## config.mk

```make
export PLATFORM = sky130hd
export DESIGN_NAME = ps2_receiver
export DESIGN_NICKNAME = d
export VERILOG_FILES = /design/src/rtl/ps2_pkg.sv /design/src/rtl/ps2_line_filter.sv /design/src/rtl/ps2_receiver.sv
export SDC_FILE = /design/constraint.sdc
export NUM_CORES = 1
export LEC_CHECK = 0
export CORE_UTILIZATION = 39
export CTS_BUF_LIST = sky130_fd_sc_hd__clkbuf_8 sky130_fd_sc_hd__clkbuf_16
export DETAILED_ROUTE_END_ITERATION = 10
export PLACE_DENSITY = 0.61
export SLEW_MARGIN = 25
export SYNTH_ARGS = -nofsm -noshare
export SYNTH_HDL_FRONTEND = slang
export SYNTH_HIERARCHICAL = 1
export SYNTH_SLANG_ARGS = --single-unit
```

## constraint.sdc

```tcl
create_clock -name clk -period 2.4 [get_ports clk]
set_input_delay 0.48 -clock clk [delete_from_list [all_inputs] [get_ports clk]]
set_output_delay 0.48 -clock clk [all_outputs]
set_load 0.1 [all_outputs]
```

## src/rtl/ps2_pkg.sv

```systemverilog
// Shared PS/2 definitions: FSM state type, frame geometry and default timing
// parameters. Used by the receiver today and by the host-to-device
// transmitter later, so keep it free of receiver-only detail.
package ps2_pkg;

   // Frame tracking states: start bit seen in IDLE, then data, parity, stop.
   typedef enum logic [1:0] {
      ST_IDLE   = 2'd0,
      ST_DATA   = 2'd1,
      ST_PARITY = 2'd2,
      ST_STOP   = 2'd3
   } ps2_state_e;

   localparam int PS2_DATA_BITS = 8;

   // Default consecutive-sample count before the filtered clock may change.
   localparam int PS2_FILTER_LEN_DEF = 8;

   // Default mid-frame idle limit: 1 ms at 50 MHz.
   localparam int PS2_TIMEOUT_CYCLES_DEF = 50000;

endpackage

```

## src/rtl/ps2_line_filter.sv

```systemverilog
// Purpose : 2-flop synchroniser, glitch filter and falling-edge detect for one PS/2 line.
// Latency : raw line change to fall_o = 2 sync cycles + FILTER_LEN cycles.
// Backpr. : none; fall_o is a single-cycle event that must be consumed when seen.
//
// Ports:
//   clk     in  system clock
//   rst     in  synchronous active-high reset (sync flops and filter go to idle-high)
//   line_i  in  raw asynchronous line
//   fall_o  out one-cycle pulse in the cycle the filtered level commits to low
module ps2_line_filter
   import ps2_pkg::*;
#(
   parameter int FILTER_LEN = PS2_FILTER_LEN_DEF
) (
   input  logic clk,
   input  logic rst,
   input  logic line_i,
   output logic fall_o
);

   localparam int CNT_W = $clog2(FILTER_LEN + 1);
   localparam logic [CNT_W-1:0] CNT_LAST = CNT_W'(FILTER_LEN - 1);

   logic [1:0]       sync_q;
   logic             filt_q;
   logic [CNT_W-1:0] cnt_q;
   logic             differ;
   logic             flip;

   assign differ = (sync_q[1] != filt_q);
   // The FILTER_LEN-th consecutive differing sample commits the new level.
   assign flip   = differ && (cnt_q == CNT_LAST);

   always_ff @(posedge clk) begin
      if (rst) begin
         sync_q <= 2'b11;
         filt_q <= 1'b1;
         cnt_q  <= '0;
      end else begin
         sync_q <= {sync_q[0], line_i};
         // A matching sample restarts the run; a committed flip also restarts it,
         // so the counter never exceeds FILTER_LEN-1.
         if (!differ || flip) begin
            cnt_q <= '0;
         end else begin
            cnt_q <= cnt_q + 1'b1;
         end
         if (flip) begin
            filt_q <= ~filt_q;
         end
      end
   end

   // Sample event is flagged in the cycle the drop is decided, so the data line
   // (same synchroniser depth) is read alongside it.
   assign fall_o = flip && filt_q;

endmodule

```

## src/rtl/ps2_receiver.sv

```systemverilog
// Purpose : PS/2 device-to-host deserialiser: 11-bit frames in, checked bytes out.
// Latency : strobe one cycle after the stop-bit sample event (event = raw edge + 2 + FILTER_LEN).
// Backpr. : none; every received_data_en / frame_error strobe must be taken when asserted.
//
// Ports:
//   clk, rst           50 MHz clock, synchronous active-high reset
//   rx_en              receive enable; low forces IDLE and drops any partial frame silently
//   ps2_clk, ps2_data  raw asynchronous PS/2 lines
//   received_data      last good byte, held until the next good frame
//   received_data_en   one-cycle strobe, received_data newly valid
//   frame_error        one-cycle strobe, frame rejected (parity/stop, or timeout)
// Build option: define PS2_RX_TIMEOUT_EN to abort frames stalled for TIMEOUT_CYCLES.
module ps2_receiver
   import ps2_pkg::*;
#(
   parameter int FILTER_LEN     = PS2_FILTER_LEN_DEF,
   parameter int TIMEOUT_CYCLES = PS2_TIMEOUT_CYCLES_DEF
) (
   input  logic                     clk,
   input  logic                     rst,
   input  logic                     rx_en,
   input  logic                     ps2_clk,
   input  logic                     ps2_data,
   output logic [PS2_DATA_BITS-1:0] received_data,
   output logic                     received_data_en,
   output logic                     frame_error
);

   localparam logic [2:0] LAST_BIT = 3'(PS2_DATA_BITS - 1);

   logic [1:0]               data_sync_q;
   logic                     data_s;
   logic                     evt;
   ps2_state_e               state_q;
   logic [2:0]               bit_cnt_q;
   logic [PS2_DATA_BITS-1:0] shift_q;
   logic                     parity_q;
   logic [PS2_DATA_BITS-1:0] rdata_q;
   logic                     rdata_en_q;
   logic                     frame_err_q;
   logic                     tmo_hit;

   ps2_line_filter #(
      .FILTER_LEN (FILTER_LEN)
   ) u_clk_filter (
      .clk    (clk),
      .rst    (rst),
      .line_i (ps2_clk),
      .fall_o (evt)
   );

   // Data is only synchronised: it is stable around the clock falling edge,
   // and the filter delay on the clock keeps the sample well inside the bit.
   always_ff @(posedge clk) begin
      if (rst) begin
         data_sync_q <= 2'b11;
      end else begin
         data_sync_q <= {data_sync_q[0], ps2_data};
      end
   end
   assign data_s = data_sync_q[1];

`ifdef PS2_RX_TIMEOUT_EN
   localparam int TMO_W = $clog2(TIMEOUT_CYCLES + 1);
   localparam logic [TMO_W-1:0] TMO_LAST = TMO_W'(TIMEOUT_CYCLES - 1);

   logic [TMO_W-1:0] tmo_q;

   // tmo_q holds (cycles since last event - 1), so the hit lands exactly
   // TIMEOUT_CYCLES cycles after the event that last cleared it.
   assign tmo_hit = (state_q != ST_IDLE) && (tmo_q == TMO_LAST);

   always_ff @(posedge clk) begin
      if (rst || !rx_en || evt || tmo_hit || (state_q == ST_IDLE)) begin
         tmo_q <= '0;
      end else begin
         tmo_q <= tmo_q + 1'b1;
      end
   end
`else
   logic unused_tmo_cfg;

   assign tmo_hit        = 1'b0;
   assign unused_tmo_cfg = (TIMEOUT_CYCLES != 0);
`endif

   always_ff @(posedge clk) begin
      if (rst) begin
         state_q     <= ST_IDLE;
         bit_cnt_q   <= '0;
         shift_q     <= '0;
         parity_q    <= 1'b0;
         rdata_q     <= '0;
         rdata_en_q  <= 1'b0;
         frame_err_q <= 1'b0;
      end else begin
         rdata_en_q  <= 1'b0;
         frame_err_q <= 1'b0;
         if (!rx_en) begin
            state_q   <= ST_IDLE;
            bit_cnt_q <= '0;
         end else if (evt) begin
            // A sample event outranks a simultaneous timeout.
            case (state_q)
               ST_IDLE: begin
                  // A high "start bit" is line noise: ignore without complaint.
                  if (!data_s) begin
                     state_q   <= ST_DATA;
                     bit_cnt_q <= '0;
                  end
               end
               ST_DATA: begin
                  shift_q <= {data_s, shift_q[PS2_DATA_BITS-1:1]};
                  if (bit_cnt_q == LAST_BIT) begin
                     state_q <= ST_PARITY;
                  end else begin
                     bit_cnt_q <= bit_cnt_q + 1'b1;
                  end
               end
               ST_PARITY: begin
                  parity_q <= data_s;
                  state_q  <= ST_STOP;
               end
               ST_STOP: begin
                  state_q <= ST_IDLE;
                  // Odd parity: data bits plus parity bit must hold an odd count of ones.
                  if (data_s && ((^shift_q) ^ parity_q)) begin
                     rdata_q    <= shift_q;
                     rdata_en_q <= 1'b1;
                  end else begin
                     frame_err_q <= 1'b1;
                  end
               end
               default: begin
                  state_q <= ST_IDLE;
               end
            endcase
         end else if (tmo_hit) begin
            state_q     <= ST_IDLE;
            frame_err_q <= 1'b1;
         end
      end
   end

   assign received_data    = rdata_q;
   assign received_data_en = rdata_en_q;
   assign frame_error      = frame_err_q;

endmodule

```

==> metrics.log, run 1 <==
INFO  metric dominant_combinational_cell_family_by_area_after_synthesis = simple AND/OR/NAND/NOR gates
INFO  metric postCtsResizedCells = 0
INFO  metric chipHeight = 63.6 µm
INFO  metric synth.cells.most_frequent = dfxtp_1 (33), mux2i_1 (18), nand2b_1 (16), nor2_1 (16)
INFO  metric capturing_point_of_the_worst_reg2reg_path = shift_q[7]
INFO  metric layout_min_cycle_time = 2.12 ns
INFO  metric most_used_standard_cell_by_instance_count_after_synthesis = dfxtp_1
INFO  metric power.share.combinational = 0.024
INFO  metric post_route_cells_drive_above_1_share = 0.157
INFO  metric mean_cell_area_of_the_mapped_netlist = 10.1 µm²
INFO  metric numPlacedInstances = 206
INFO  metric timing.reg2reg.setup_slack = 0.28 ns
INFO  metric async_reset_ff_frac = 0
INFO  metric synth_top_cell_by_area = dfxtp_1
INFO  metric yosys.area_share.xor_xnor = 0.0719
INFO  metric gp_routability_congestion = 0.773
INFO  metric worst_slew_pin_slew = 0.538 ns
INFO  metric worst_ir_drop_vdd = 0.242 mV
INFO  metric die_area = 4050 µm²
INFO  metric layout_worst_path_cycle_share = 0.884
INFO  metric worstPathRequired = 2.55 ns
INFO  metric drt-wirelength-per-cell = 11.4 µm
INFO  metric worstSetupPathType = reg -> reg
INFO  metric antenna_cells_inserted = 0
INFO  metric share_seq_of_total_power = 0.500
INFO  metric cellPowerDensity = 626 nW/µm²
INFO  metric leakage = 0.790 nW
INFO  metric p_clk_frac = 0.476
INFO  metric initialDrtViolationCount = 31
INFO  metric ctsHtreeMaxLevel = 2
INFO  metric dpl.hpwl = 1.76 mm
INFO  metric vias_in_the_first_global_route = 1018
INFO  metric syn_to_final_growth = 19.4%
INFO  metric core.rowCount = 22
INFO  metric worstSkewPairLatency = 0.28 ns
INFO  metric status = finished clean
INFO  metric multiplexer_fraction_of_the_synthesized_cell_area = 0.132
INFO  metric critical_path.endpoint_type = register
INFO  metric timing.clock.skew = 0.00492 ns
INFO  metric holdCritStartpoint = data_sync_q[0]
INFO  metric drt_drc_violations_left = 0
INFO  metric power.internal = 0.000900 W
INFO  metric final_cell_count_no_fill = 214
INFO  metric max-clock-path-buffers = 2
INFO  metric tritoncts = done
INFO  metric clock-root-buffer = clkbuf_8
INFO  metric design.portCount = 15
INFO  metric setup_viol = 0
INFO  metric setup.worst_path.start_class = register
INFO  metric cts_setup_buffers = 0
INFO  metric grt_first_pass_wirelength = 4.25 mm
INFO  metric netSwitchingPower = 0.000207 W
INFO  metric final_net_count = 177
INFO  metric final-hold-violation-count = 0
INFO  metric yosysWarningCount = 6
INFO  metric synthFlopType = dfxtp_1
INFO  metric synth_cell_type_count = 30
INFO  metric synth_fp_nets = 158
INFO  metric slew-limit-headroom = 0.641
INFO  metric n_fill_cell = 329
INFO  metric power.share.switching = 0.187
INFO  metric yosys_register_bits = 33
INFO  metric synth.area.top_cells = dfxtp_1 (45%), mux2i_1 (12%), nand2b_1 (6.8%)
INFO  metric holdBufCountCts = 0
INFO  metric grt_overall_usage = 0.140
INFO  metric hold_path.class = reg -> reg
INFO  metric synth_top_area_share = 0.446
INFO  metric route.vias.total = 1020
INFO  metric reg2reg_depth = 6
INFO  metric cts_num_sinks = 33
INFO  metric synth_compound_gate_area_share = 0.0482
INFO  metric drt-total-wl = 2.43 mm
INFO  metric worst_hold_path.endpoint = data_sync_q[1]
INFO  metric grt_max_degree = 17
INFO  metric core_area = 3660 µm²
INFO  metric cp_max_fo = 8
INFO  metric cts_bufs_inserted = 5
INFO  metric reg2reg_from = u_clk_filter/cnt_q[0]
INFO  metric port_buffers = 14
INFO  metric clock.fmax = 471 MHz
INFO  metric vias_per_cell = 4.77
INFO  metric summed_instance_area_of_the_synthesized_netlist = 1480 µm²
INFO  metric residual_antenna_violating_net_count_after_detailed_routing = 0
INFO  metric die-width = 63.6 µm
INFO  metric critical_path_arrival = 2.28 ns
INFO  metric initial_drt_pass_iterations = 4
INFO  metric synth-adder-area-share = 0.0592
INFO  metric yosysSeqAreaShare = 0.446
INFO  metric initial_antenna_violation_count = 0
INFO  metric global_route.overflow_total = 0
INFO  metric timing.setup.tns = 0 ns
INFO  metric whs_path_depth = 1
INFO  metric cts.reportedPaths.clkPinSlew = 0.07 ns
INFO  metric post_synth_edffs = 0
INFO  metric floorplan.initialDensity = 0.404
INFO  metric drv_slew = 0
INFO  metric synthSimpleGateAreaFrac = 0.212
INFO  metric timing.max_cap.violations = 0
INFO  metric setup_repair_after_global_routing_missed_its_margin = false
INFO  metric netlist_instances = 146
[layer usage]
layer  share of wire  vias to the layer above  GRT usage
met3           0.035                        2     0.0489
met2            0.48                       15      0.223
met5               0                        -          0
li1                -                      524          -
met4           0.011                        0     0.0852
met1            0.47                      479      0.158
[worst max-delay path, cell delays in order, from the launching register on]
cell and delay (ns):
dfxtp_1 0.36, ha_1 0.23, nand3b_4 0.10, nor3b_1 0.47, nand3_1 0.50, mux2i_1 0.28
nor2_1 0.06
[per-stage QoR]
| step | power, W | cell area [µm²] | util | worst slack (ns) | hold slack (ns) |
|---|---|---|---|---|---|
| 2_1_floorplan | 0.000579 | 1480 | - | 0.346 | 0.389 |
| 3_5_place_dp | 0.000593 | 1650 | 0.451 | 0.317 | 0.400 |
| 4_1_cts | 0.00113 | 1770 | 0.483 | 0.285 | 0.416 |
| 5_1_grt | 0.00116 | 1770 | 0.483 | 0.0917 | 0.436 |
| 6_report | 0.00111 | 1770 | 0.483 | 0.278 | 0.411 |
| 3_3_place_gp | 0.000592 | 1650 | 0.451 | 0.384 | 0.394 |
[cell type report]
class                   instances  area, µm²  area share
clock inverters                 2       33.8      0.0191
multi-input cells             103        774       0.438
flip-flops and latches         33        661       0.374
clock buffers                   6       82.6      0.0467
well taps                      48       60.1      0.0340
inverters                       5       18.8      0.0106
repair buffers                 17        138      0.0778
[worst max path at each step]
stage / from / end / slack [ns] / cells after the start
finish: u_clk_filter/cnt_q[0] / shift_q[7] / 0.28 / 6
floorplan: u_clk_filter/cnt_q[0] / state_q[0] / 0.35 / 7
global route: u_clk_filter/cnt_q[0] / shift_q[4] / 0.09 / 6
global placement: u_clk_filter/cnt_q[0] / shift_q[4] / 0.38 / 6
CTS: u_clk_filter/cnt_q[0] / shift_q[3] / 0.28 / 6
detailed placement: u_clk_filter/cnt_q[0] / shift_q[3] / 0.32 / 6
[cell families after synthesis]
| family | count (synthesis) |
|---|---|
| mux | 19 |
| compound gates | 11 |
| xor+xnor | 9 |
| fa+ha+maj | 7 |
| simple gates | 57 |
| buf+inv | 10 |
| flops | 33 |
[power groups by stage]
stage	sequential (W)	clock (W)	combinational, W
2_1_floorplan	0.000565	0	0.0000142
3_3_place_gp	0.000566	0	0.0000265
3_5_place_dp	0.000566	0	0.0000270
4_1_cts	0.000553	0.000549	0.0000271
5_1_grt	0.000553	0.000574	0.0000292
6_report	0.000553	0.000527	0.0000268
[cell usage in the layout (no fill, tap or decap), types with 3 or more instances in the layout]
| master | synthesis | final |
|---|---|---|
| nand4_1 | 3 | 3 |
| dfxtp_1 | 33 | 33 |
| xor2_1 | 5 | 5 |
| clkdlybuf4s50_1 | 0 | 4 |
| mux2i_1 | 18 | 18 |
| nor2_1 | 16 | 16 |
| ha_1 | 7 | 7 |
| clkbuf_8 | 0 | 6 |
| inv_1 | 5 | 6 |
| nand3_1 | 3 | 3 |
| nand2_1 | 7 | 7 |
| or2_2 | 4 | 4 |
| buf_4 | 0 | 13 |
| nand2b_1 | 16 | 16 |
| a21oi_1 | 3 | 3 |
[state kept, by name, summed over array words and instances (netlist names)]
| register | count |
|---|---|
| frame_error | 1 |
| u_clk_filter/filt_q | 1 |
| state_q | 2 |
| data_sync_q | 2 |
| bit_cnt_q | 3 |
| u_clk_filter/cnt_q | 4 |
| shift_q | 8 |
| u_clk_filter/sync_q | 2 |
| received_data_en | 1 |
| received_data | 8 |
| parity_q | 1 |
Power figures use the tool's default switching activity.
==> inputs of run 2 (changes only) <==
--- a/config.mk
+++ b/config.mk
@@ -7,8 +7,10 @@
 export LEC_CHECK = 0
 export CORE_UTILIZATION = 39
 export CTS_BUF_LIST = sky130_fd_sc_hd__clkbuf_8 sky130_fd_sc_hd__clkbuf_16
+export CTS_CLUSTER_SIZE = 14
 export DETAILED_ROUTE_END_ITERATION = 10
-export PLACE_DENSITY = 0.61
+export DONT_BUFFER_PORTS = 1
+export PLACE_DENSITY = 0.56
 export SLEW_MARGIN = 25
 export SYNTH_ARGS = -nofsm -noshare
 export SYNTH_HDL_FRONTEND = slang
==> metrics.log, run 2 (synthesized netlist as in run 1, its figures left out) <==
INFO  metric initialDrtViolationCount = 45 (+45%)
INFO  metric core_area = 3660 µm² (unchanged)
INFO  metric n_fill_cell = 358 (+8.8%)
INFO  metric drt-wirelength-per-cell = 11.5 µm (+1.6%)
INFO  metric grtUsageMet3 = 0.0543 (+0.00543)
INFO  metric syn_to_final_growth = 15.2%
INFO  metric design.portCount = 15 (unchanged)
INFO  metric drt-total-wl = 2.41 mm (-0.78%)
INFO  metric postCtsResizedCells = 0 (unchanged)
INFO  metric cts_bufs_inserted = 5 (unchanged)
INFO  metric setup_viol = 0 (unchanged)
INFO  metric holdBufCountCts = 0 (unchanged)
INFO  metric drv_slew = 0 (unchanged)
INFO  metric timing.clock.skew = 0.00624 ns (+0.00131 ns)
INFO  metric cts_num_sinks = 33 (unchanged)
INFO  metric multi_input_area = 774 µm² (unchanged)
INFO  metric core.rowCount = 22 (unchanged)
INFO  metric chipHeight = 63.6 µm (unchanged)
INFO  metric final_common_cell = dfxtp_1
INFO  metric worst_slew_pin_slew = 0.479 ns (-0.0589 ns)
INFO  metric slew-limit-headroom = 0.680 (+0.0391)
INFO  metric die_area = 4050 µm² (unchanged)
INFO  metric design_power_total = 0.00102 W (-8.1%)
INFO  metric worstPathRequired = 2.55 ns (about the same)
INFO  metric max-clock-path-buffers = 2 (unchanged)
INFO  metric seq_area = 661 µm² (unchanged)
INFO  metric layout_worst_path_cycle_share = 0.810 (-0.0742)
INFO  metric final_net_count = 172 (-2.8%)
INFO  metric dpl.hpwl = 1.66 mm (-5.5%)
INFO  metric cellPowerDensity = 597 nW/µm² (-4.7%)
INFO  metric mostFrequentLayoutCells = dfxtp_1 (33), mux2i_1 (18), nor2_1 (16), nand2b_1 (16), buf_4 (12)
INFO  metric die-width = 63.6 µm (unchanged)
INFO  metric post_route_cells_drive_above_1_share = 0.161 (+0.00486)
INFO  metric placement.setup.worst_slack = 0.531 ns (+0.213 ns)
INFO  metric status = finished clean
INFO  metric route.vias.total = 970 (-4.9%)
INFO  metric global_route.usage.met1 = 0.156 (-0.00209)
INFO  metric critical_path.endpoint_type = register
INFO  metric cts_setup_buffers = 0 (unchanged)
INFO  metric floorplan.initialDensity = 0.404 (unchanged)
INFO  metric met2_usage = 0.225 (+0.00133)
INFO  metric initial_antenna_violation_count = 0 (unchanged)
INFO  metric layout.core_utilization = 0.466 (-0.0171)
INFO  metric setup.worst_path.start_class = register
INFO  metric ctsHtreeMaxLevel = 2 (unchanged)
INFO  metric cts.reportedPaths.clkPinSlew = 0.07 ns (about the same)
INFO  metric layout_min_cycle_time = 1.94 ns (-0.178 ns)
INFO  metric port_buffers = 0 (-14)
INFO  metric gp_routability_congestion = 0.752 (-2.7%)
INFO  metric final-hold-violation-count = 0 (unchanged)
INFO  metric leakage = 0.762 nW (-3.6%)
INFO  metric residual_antenna_violating_net_count_after_detailed_routing = 0 (unchanged)
INFO  metric global_route.overflow_total = 0 (unchanged)
INFO  metric grt_max_degree = 35 (+18)
INFO  metric initial_drt_pass_iterations = 4 (unchanged)
INFO  metric setup_repair_after_global_routing_missed_its_margin = false
INFO  metric cp_max_fo = 5 (-3)
INFO  metric vias_in_the_first_global_route = 957 (-6.0%)
INFO  metric worstSkewPairLatency = 0.28 ns (about the same)
INFO  metric grt_overall_usage = 0.136 (-0.00367)
INFO  metric timing.setup.tns = 0 ns (unchanged)
INFO  metric grt_first_pass_wirelength = 4.17 mm (-2.0%)
INFO  metric drt_drc_violations_left = 0 (unchanged)
INFO  metric worst_ir_drop_vdd = 0.209 mV (-13%)
INFO  metric clock.fmax = 514 MHz (+9.2%)
INFO  metric hold_path.class = in -> reg
INFO  metric critical_path_arrival = 2.09 ns (-0.19 ns)
INFO  metric worstSetupPathType = reg -> reg
INFO  metric vias_per_cell = 4.64 (-2.6%)
INFO  metric grt.busiest_layer = met2
INFO  metric tritoncts = done
INFO  metric setup_ws = 0.456 ns (+0.178 ns)
INFO  metric antenna_cells_inserted = 0 (unchanged)
INFO  metric clock-root-buffer = clkbuf_8
INFO  metric timing.max_cap.violations = 0 (unchanged)
## run 2: worst paths after layout
path	slack, ns	from	to	cells past startpoint
setup reg to reg	0.46	u_clk_filter/cnt_q[0]	state_q[0]	8
hold / removal	0.26	rst	shift_q[0]	1
setup / recovery	0.46	u_clk_filter/cnt_q[0]	state_q[0]	8
hold reg to reg	0.41	data_sync_q[0]	data_sync_q[1]	1
## run 2: worst max-delay path, cell delays in order (launching register included)
cell,delay (ns)
dfxtp_1,0.36
ha_1,0.23
nand3b_4,0.10
nor3b_1,0.19
buf_4,0.16
a21boi_0,0.24
o21ai_0,0.24
nor3_1,0.21
a211oi_1,0.08
## run 2: final cells by class
cell class                 count  area share
sequential                    33       0.387
tap                           48      0.0352
multi-input combinational    103       0.454
clock inverter                 1     0.00293
inverter                       5      0.0110
clock buffer                   7      0.0565
timing repair buffer          12      0.0528
## run 2: layer usage
layer / vias to the layer above / share of wire
li1: 516 / -
met1: 437 / 0.50
met4: 0 / 0.0066
met3: 3 / 0.033
met5: - / 0
met2: 14 / 0.46
## run 2: where the power goes
part,leakage [nW],internal (W),switching (W)
combinational,0.441,0.00000741,0.00000316
clock,0.0542,0.000259,0.000195
sequential,0.267,0.000551,0.00000233
total,0.762,0.000818,0.000200
## run 2: per-stage QoR
step                      hold slack [ns]  cells  area, µm²
final                               0.264    209       1710
after CTS                           0.253    209       1710
after detailed placement            0.400    201       1600
after global placement              0.394    201       1600
after floorplan                     0.389    146       1480
after global routing                0.248    209       1710
